`src/rtl/sram_port_arbiter.sv`:
```
// sram_port_arbiter
// Shares one SRAM controller port between the data-cache path (D, read/write)
// and the instruction-refill path (I, read-only). Round-robin on ties, one
// outstanding transaction, and a watchdog that aborts a transaction the
// controller never completes. Every output comes straight from a flop.
module sram_port_arbiter #(
   parameter int ADDR_W  = 32,
   parameter int WDATA_W = 32,
   parameter int RDATA_W = 64,
   parameter int TIMEOUT = 256,
   parameter int CNT_W   = 9
) (
   input  logic               clk,
   input  logic               rst,
   // requester D
   input  logic               d_read,
   input  logic               d_write,
   input  logic [ADDR_W-1:0]  d_addr,
   input  logic [WDATA_W-1:0] d_wdata,
   output logic               d_ack,
   output logic [RDATA_W-1:0] d_rdata,
   // requester I
   input  logic               i_read,
   input  logic [ADDR_W-1:0]  i_addr,
   output logic               i_ack,
   output logic [RDATA_W-1:0] i_rdata,
   // SRAM controller
   output logic               mem_read,
   output logic               mem_write,
   output logic [ADDR_W-1:0]  mem_addr,
   output logic [WDATA_W-1:0] mem_wdata,
   input  logic [RDATA_W-1:0] mem_rdata,
   input  logic               mem_ready,
   // status
   output logic               busy,
   output logic               owner,
   output logic               timeout_err
);

   localparam logic [0:0] ST_IDLE = 1'b0;
   localparam logic [0:0] ST_BUSY = 1'b1;

   localparam bit               WDOG_EN  = (TIMEOUT != 0);
   localparam logic [CNT_W-1:0] CNT_LAST = CNT_W'(TIMEOUT > 0 ? TIMEOUT - 1 : 0);
   localparam logic [CNT_W-1:0] CNT_MAX  = '1;

   logic [0:0]         state_q,       state_d;
   logic               owner_q,       owner_d;
   logic               mem_read_q,    mem_read_d;
   logic               mem_write_q,   mem_write_d;
   logic [ADDR_W-1:0]  mem_addr_q,    mem_addr_d;
   logic [WDATA_W-1:0] mem_wdata_q,   mem_wdata_d;
   logic               d_ack_q,       d_ack_d;
   logic               i_ack_q,       i_ack_d;
   logic [RDATA_W-1:0] d_rdata_q,     d_rdata_d;
   logic [RDATA_W-1:0] i_rdata_q,     i_rdata_d;
   logic               timeout_err_q, timeout_err_d;
   logic [CNT_W-1:0]   cnt_q,         cnt_d;

   logic d_elig;
   logic i_elig;
   logic grant_i;

   // Next-state logic: arbitration in IDLE, completion/abort in BUSY.
   always_comb begin
      // NOTE: every variable gets a default before any branch, so no path leaves one unassigned and no latch is inferred.
      state_d       = state_q;
      owner_d       = owner_q;
      mem_read_d    = mem_read_q;
      mem_write_d   = mem_write_q;
      mem_addr_d    = mem_addr_q;
      mem_wdata_d   = mem_wdata_q;
      d_rdata_d     = d_rdata_q;
      i_rdata_d     = i_rdata_q;
      cnt_d         = cnt_q;
      d_ack_d       = 1'b0;
      i_ack_d       = 1'b0;
      timeout_err_d = 1'b0;

      // A request still held during its own ack cycle must not be re-granted.
      d_elig  = (d_read | d_write) & ~d_ack_q;
      i_elig  = i_read & ~i_ack_q;
      // I wins if it is the only one eligible, or on a tie when D went last.
      grant_i = i_elig & (~d_elig | ~owner_q);

      case (state_q)
         ST_IDLE: begin
            cnt_d = '0;
            if (d_elig | i_elig) begin
               state_d = ST_BUSY;
               owner_d = grant_i;
               if (grant_i) begin
                  mem_read_d  = 1'b1;
                  mem_write_d = 1'b0;
                  mem_addr_d  = i_addr;
                  mem_wdata_d = '0;
               end else begin
                  // Read and write together from D is treated as a write.
                  mem_read_d  = ~d_write;
                  mem_write_d = d_write;
                  mem_addr_d  = d_addr;
                  mem_wdata_d = d_wdata;
               end
            end
         end
         ST_BUSY: begin
            if (mem_ready) begin
               state_d     = ST_IDLE;
               mem_read_d  = 1'b0;
               mem_write_d = 1'b0;
               cnt_d       = '0;
               if (owner_q) begin
                  i_ack_d = 1'b1;
                  if (!mem_write_q) i_rdata_d = mem_rdata;
               end else begin
                  d_ack_d = 1'b1;
                  if (!mem_write_q) d_rdata_d = mem_rdata;
               end
            end else if (WDOG_EN && (cnt_q == CNT_LAST)) begin
               // Controller never answered: ack with error, read data untouched.
               state_d       = ST_IDLE;
               mem_read_d    = 1'b0;
               mem_write_d   = 1'b0;
               cnt_d         = '0;
               timeout_err_d = 1'b1;
               if (owner_q) i_ack_d = 1'b1;
               else         d_ack_d = 1'b1;
            end else if (cnt_q != CNT_MAX) begin
               cnt_d = cnt_q + CNT_W'(1);
            end
         end
         default: state_d = ST_IDLE;
      endcase
   end

   // State and output registers; reset drops any in-flight transaction silently.
   always_ff @(posedge clk or negedge rst) begin
      if (!rst) begin
         state_q       <= ST_IDLE;
         owner_q       <= 1'b0;
         mem_read_q    <= 1'b0;
         mem_write_q   <= 1'b0;
         mem_addr_q    <= '0;
         mem_wdata_q   <= '0;
         d_ack_q       <= 1'b0;
         i_ack_q       <= 1'b0;
         d_rdata_q     <= '0;
         i_rdata_q     <= '0;
         timeout_err_q <= 1'b0;
         cnt_q         <= '0;
      end else begin
         // NOTE: non-blocking assignments so every flop samples pre-edge values regardless of statement order.
         state_q       <= state_d;
         owner_q       <= owner_d;
         mem_read_q    <= mem_read_d;
         mem_write_q   <= mem_write_d;
         mem_addr_q    <= mem_addr_d;
         mem_wdata_q   <= mem_wdata_d;
         d_ack_q       <= d_ack_d;
         i_ack_q       <= i_ack_d;
         d_rdata_q     <= d_rdata_d;
         i_rdata_q     <= i_rdata_d;
         timeout_err_q <= timeout_err_d;
         cnt_q         <= cnt_d;
      end
   end

   assign busy        = (state_q == ST_BUSY);
   assign owner       = owner_q;
   assign mem_read    = mem_read_q;
   assign mem_write   = mem_write_q;
   assign mem_addr    = mem_addr_q;
   assign mem_wdata   = mem_wdata_q;
   assign d_ack       = d_ack_q;
   assign i_ack       = i_ack_q;
   assign d_rdata     = d_rdata_q;
   assign i_rdata     = i_rdata_q;
   assign timeout_err = timeout_err_q;

endmodule
```
`config.mk`:
```
export PLATFORM = sky130hd
export DESIGN_NAME = sram_port_arbiter
export DESIGN_NICKNAME = d
export VERILOG_FILES = /design/src/rtl/sram_port_arbiter.sv
export SDC_FILE = /design/constraint.sdc
export NUM_CORES = 1
export LEC_CHECK = 0
export BUFFER_PORTS_ARGS = -buffer_cell sky130_fd_sc_hd__buf_2
export CAP_MARGIN = 20
export CORE_UTILIZATION = 30
export CTS_BUF_LIST = sky130_fd_sc_hd__clkbuf_4
export CTS_CLUSTER_SIZE = 28
export DETAILED_ROUTE_END_ITERATION = 12
export PLACE_DENSITY = 0.63
export SLEW_MARGIN = 10
export SYNTH_ARGS = -nofsm -noshare
export SYNTH_HDL_FRONTEND = slang
export SYNTH_SLANG_ARGS = --single-unit
```
`constraint.sdc`:
```
create_clock -name clk -period 1.9 [get_ports clk]
set_clock_uncertainty 0.05 [all_clocks]
set_input_delay 0.38 -clock clk [delete_from_list [all_inputs] [get_ports clk]]
set_output_delay 0.38 -clock clk [all_outputs]
set_load 0.05 [all_outputs]
```
==> out/metrics.yaml <==
dpl_cell_area_um2: 10500
clock_sinks: 208
p_per_area_nw_per_um2: 2040
root_buffer: "clkbuf_4"
crit_fanout: 3
clock_latency_ns: 0.68
final_cell_mix: "buf_2, dfrtp_1, dlygate4sd3_1"
crit_start: "busy$_DFF_PN0_"
ys_warn_count: 0
drv_cap: 0
rrSetupSlack_ns: 0.12
worst_slew_pin_slew_ns: 0.449
die_w_um: 167
synth_fp_nets: 734
vdd_drop_max_uv: 965
ys_seq_elements: 208
mostFrequentLayoutCell: "buf_2"
core_area_um2: 26900
clkTransAtPathRegs_ns: 0.07
status: "finished clean"
fin_crit_ns: 1.80
yosys_most_used_dff: "dfrtp_1"
min_from: "d_read"
cts_htree_levels: 2
worstSetupEndpointType: "primary output"
wl_per_cell_um: 16.5
vias: 7037
r2r_start: "mem_write$_DFFE_PN0P_"
hold_ws_ns: 0.0868
layout-drive-gt1-share_pct: 51.9
hold_violations: 0
wl_um: 25200
port_buffers: 364
async_reset_ff_share_pct: 100
cts_max_path_buffers: 3
area_delta_synth_final_pct: 57.2
synth.avg_cell_area_um2: 14.5
cts_tree: "done"
worstPathArrival_ns: 1.37
grt_pass1_wl_um: 39300
rsz0062_at_grt: "no"
dp_cells: 1260
placementRows: 60
fin_nets: 1309
finalNonFillerCells: 1528
grt.total_usage_pct: 17.7
firstDrtPassIters: 4
crit_required_ns: 1.47
total_leakage_power_nw: 6.34
antenna_left: 0
grt_start_max_net_pins: 69
hpwl_um: 16100
cts_buffers: 57
setup.worst_path.start_class: "flip-flop"
fmax_ghz: 0.554
start_util_pct: 30.5
max_slew_margin_pct: 70.1
period_share_pct: 94.9
die_h_um: 167
grt_pass1_vias: 7375
tns_ns: 0
yosysSeqAreaShare_pct: 63.5
fin_area_um2: 12900
die-area_um2: 28000
io_pins: 365
netlist_area_um2: 8200
hold_path.class: "input pin to flip-flop"
initialDrtViolationCount: 264
overflow: 0
gp_congestion: 0.806
synthCells: 567
synth_cell_types: 41
synth_edf_count: 0
finalSetupViolCount: 0
drc: 0
antenna_found_initial: 1
criticalPathCategory: "flip-flop to primary output"
viasPerCell: 4.61
finalMaxSlewViolations: 0
==> synth_stat cells (3+ instances only) <==
master,instances,area (um2)
dfrtp_1,208,5200
a21oi_1,6,30.0
nand2_1,44,165
nand3_1,4,20.0
clkbuf_8,6,82.6
clkbuf_1,7,26.3
a22o_1,32,280
mux2_2,128,1440
o21ai_0,7,35.0
inv_1,3,11.3
nor2_1,7,26.3
nand2b_1,4,25.0
a211oi_1,3,22.5
o21ai_1,29,145
buf_8,3,45.0
a31oi_1,4,25.0
mux2i_1,32,320
nor3_1,3,15.0
buf_2,13,65.1
==> final timing paths <==
kind                                            endpoint  cells past startpoint
min in group asynchronous         d_rdata[8]$_DFFE_PN0P_                      2
worst max-delay path                                busy                      2
max in group asynchronous       mem_addr[25]$_DFFE_PN0P_                      3
worst max register to register    d_rdata[7]$_DFFE_PN0P_                      3
worst min register to register  mem_addr[28]$_DFFE_PN0P_                      2
worst min-delay path               mem_write$_DFFE_PN0P_                      4
==> logic make-up (layout without fill, tap and decap cells) <==
| kind of cell | Yosys count | after routing | share of synthesized area (%) |
|---|---|---|---|
| muxes | 160 | 160 | 21.5 |
| DFF | 208 | 208 | 63.5 |
| and+or+nand+nor | 74 | 74 | 4.12 |
| adders and majority gates | 1 | 1 | 0.153 |
| buffers and inverters | 35 | 654 | 3.10 |
| other | 0 | 1 | 0 |
| AOI/OAI and AO/OA | 89 | 89 | 7.63 |
==> what timing repair did <==
action	4_1_cts	5_1_grt
hold buffers	162	0
setup buffers	1	1
endpoints found under the hold margin	318	0
resized for setup	8	1
setup endpoints to repair	3	2
==> area by class of cell <==
type | count | area (um2)
Inverter | 3 | 11.3
Multi-Input combinational cell | 324 | 2740
Antenna cell | 1 | 2.50
Tap cell | 341 | 427
Timing Repair Buffer | 548 | 3760
Sequential cell | 208 | 5210
Fill cell | 2347 | 14000
Clock inverter | 12 | 50.0
Clock buffer | 91 | 683
==> layer usage <==
layer | global-route usage, % | part of all wire, %
met5 | 0 | 0
met4 | 6.90 | 2.7
met3 | 5.79 | 8.8
met2 | 30.7 | 49
met1 | 20.0 | 39
==> per-stage QoR <==
stage                     util (%)  setup slack (ns)  power (mW)
after CTS                     47.9           0.00200        26.3
after global placement        39.0             0.176        21.6
final                         47.9            0.0966        26.2
after global routing          47.9            0.0134        27.5
after detailed placement      39.0             0.149        21.8
after floorplan                  -            0.0205        18.3
==> report_power, final <==
part | switching [mW] | total (mW) | internal, mW | leakage, nW
sequential | 1.12 | 7.66 | 6.53 | 2.54
combinational | 10.4 | 14.5 | 4.12 | 3.36
clock | 1.87 | 4.02 | 2.16 | 0.443
total | 13.4 | 26.2 | 12.8 | 6.34
==> flip-flops by register name, summed over array words and instances (netlist names) <==
| register | cells |
|---|---|
| i_rdata | 64 |
| mem_write | 1 |
| cnt_q | 9 |
| mem_wdata | 32 |
| d_ack | 1 |
| busy | 1 |
| mem_addr | 32 |
| d_rdata | 64 |
| i_ack | 1 |
| timeout_err | 1 |
| mem_read | 1 |
| owner | 1 |
==> worst max-delay path: stages (launching register included) <==
cell,delay (ns)
dfrtp_2,0.41
buf_6,0.13
buf_8,0.14
(Power assumes the default switching activity.)
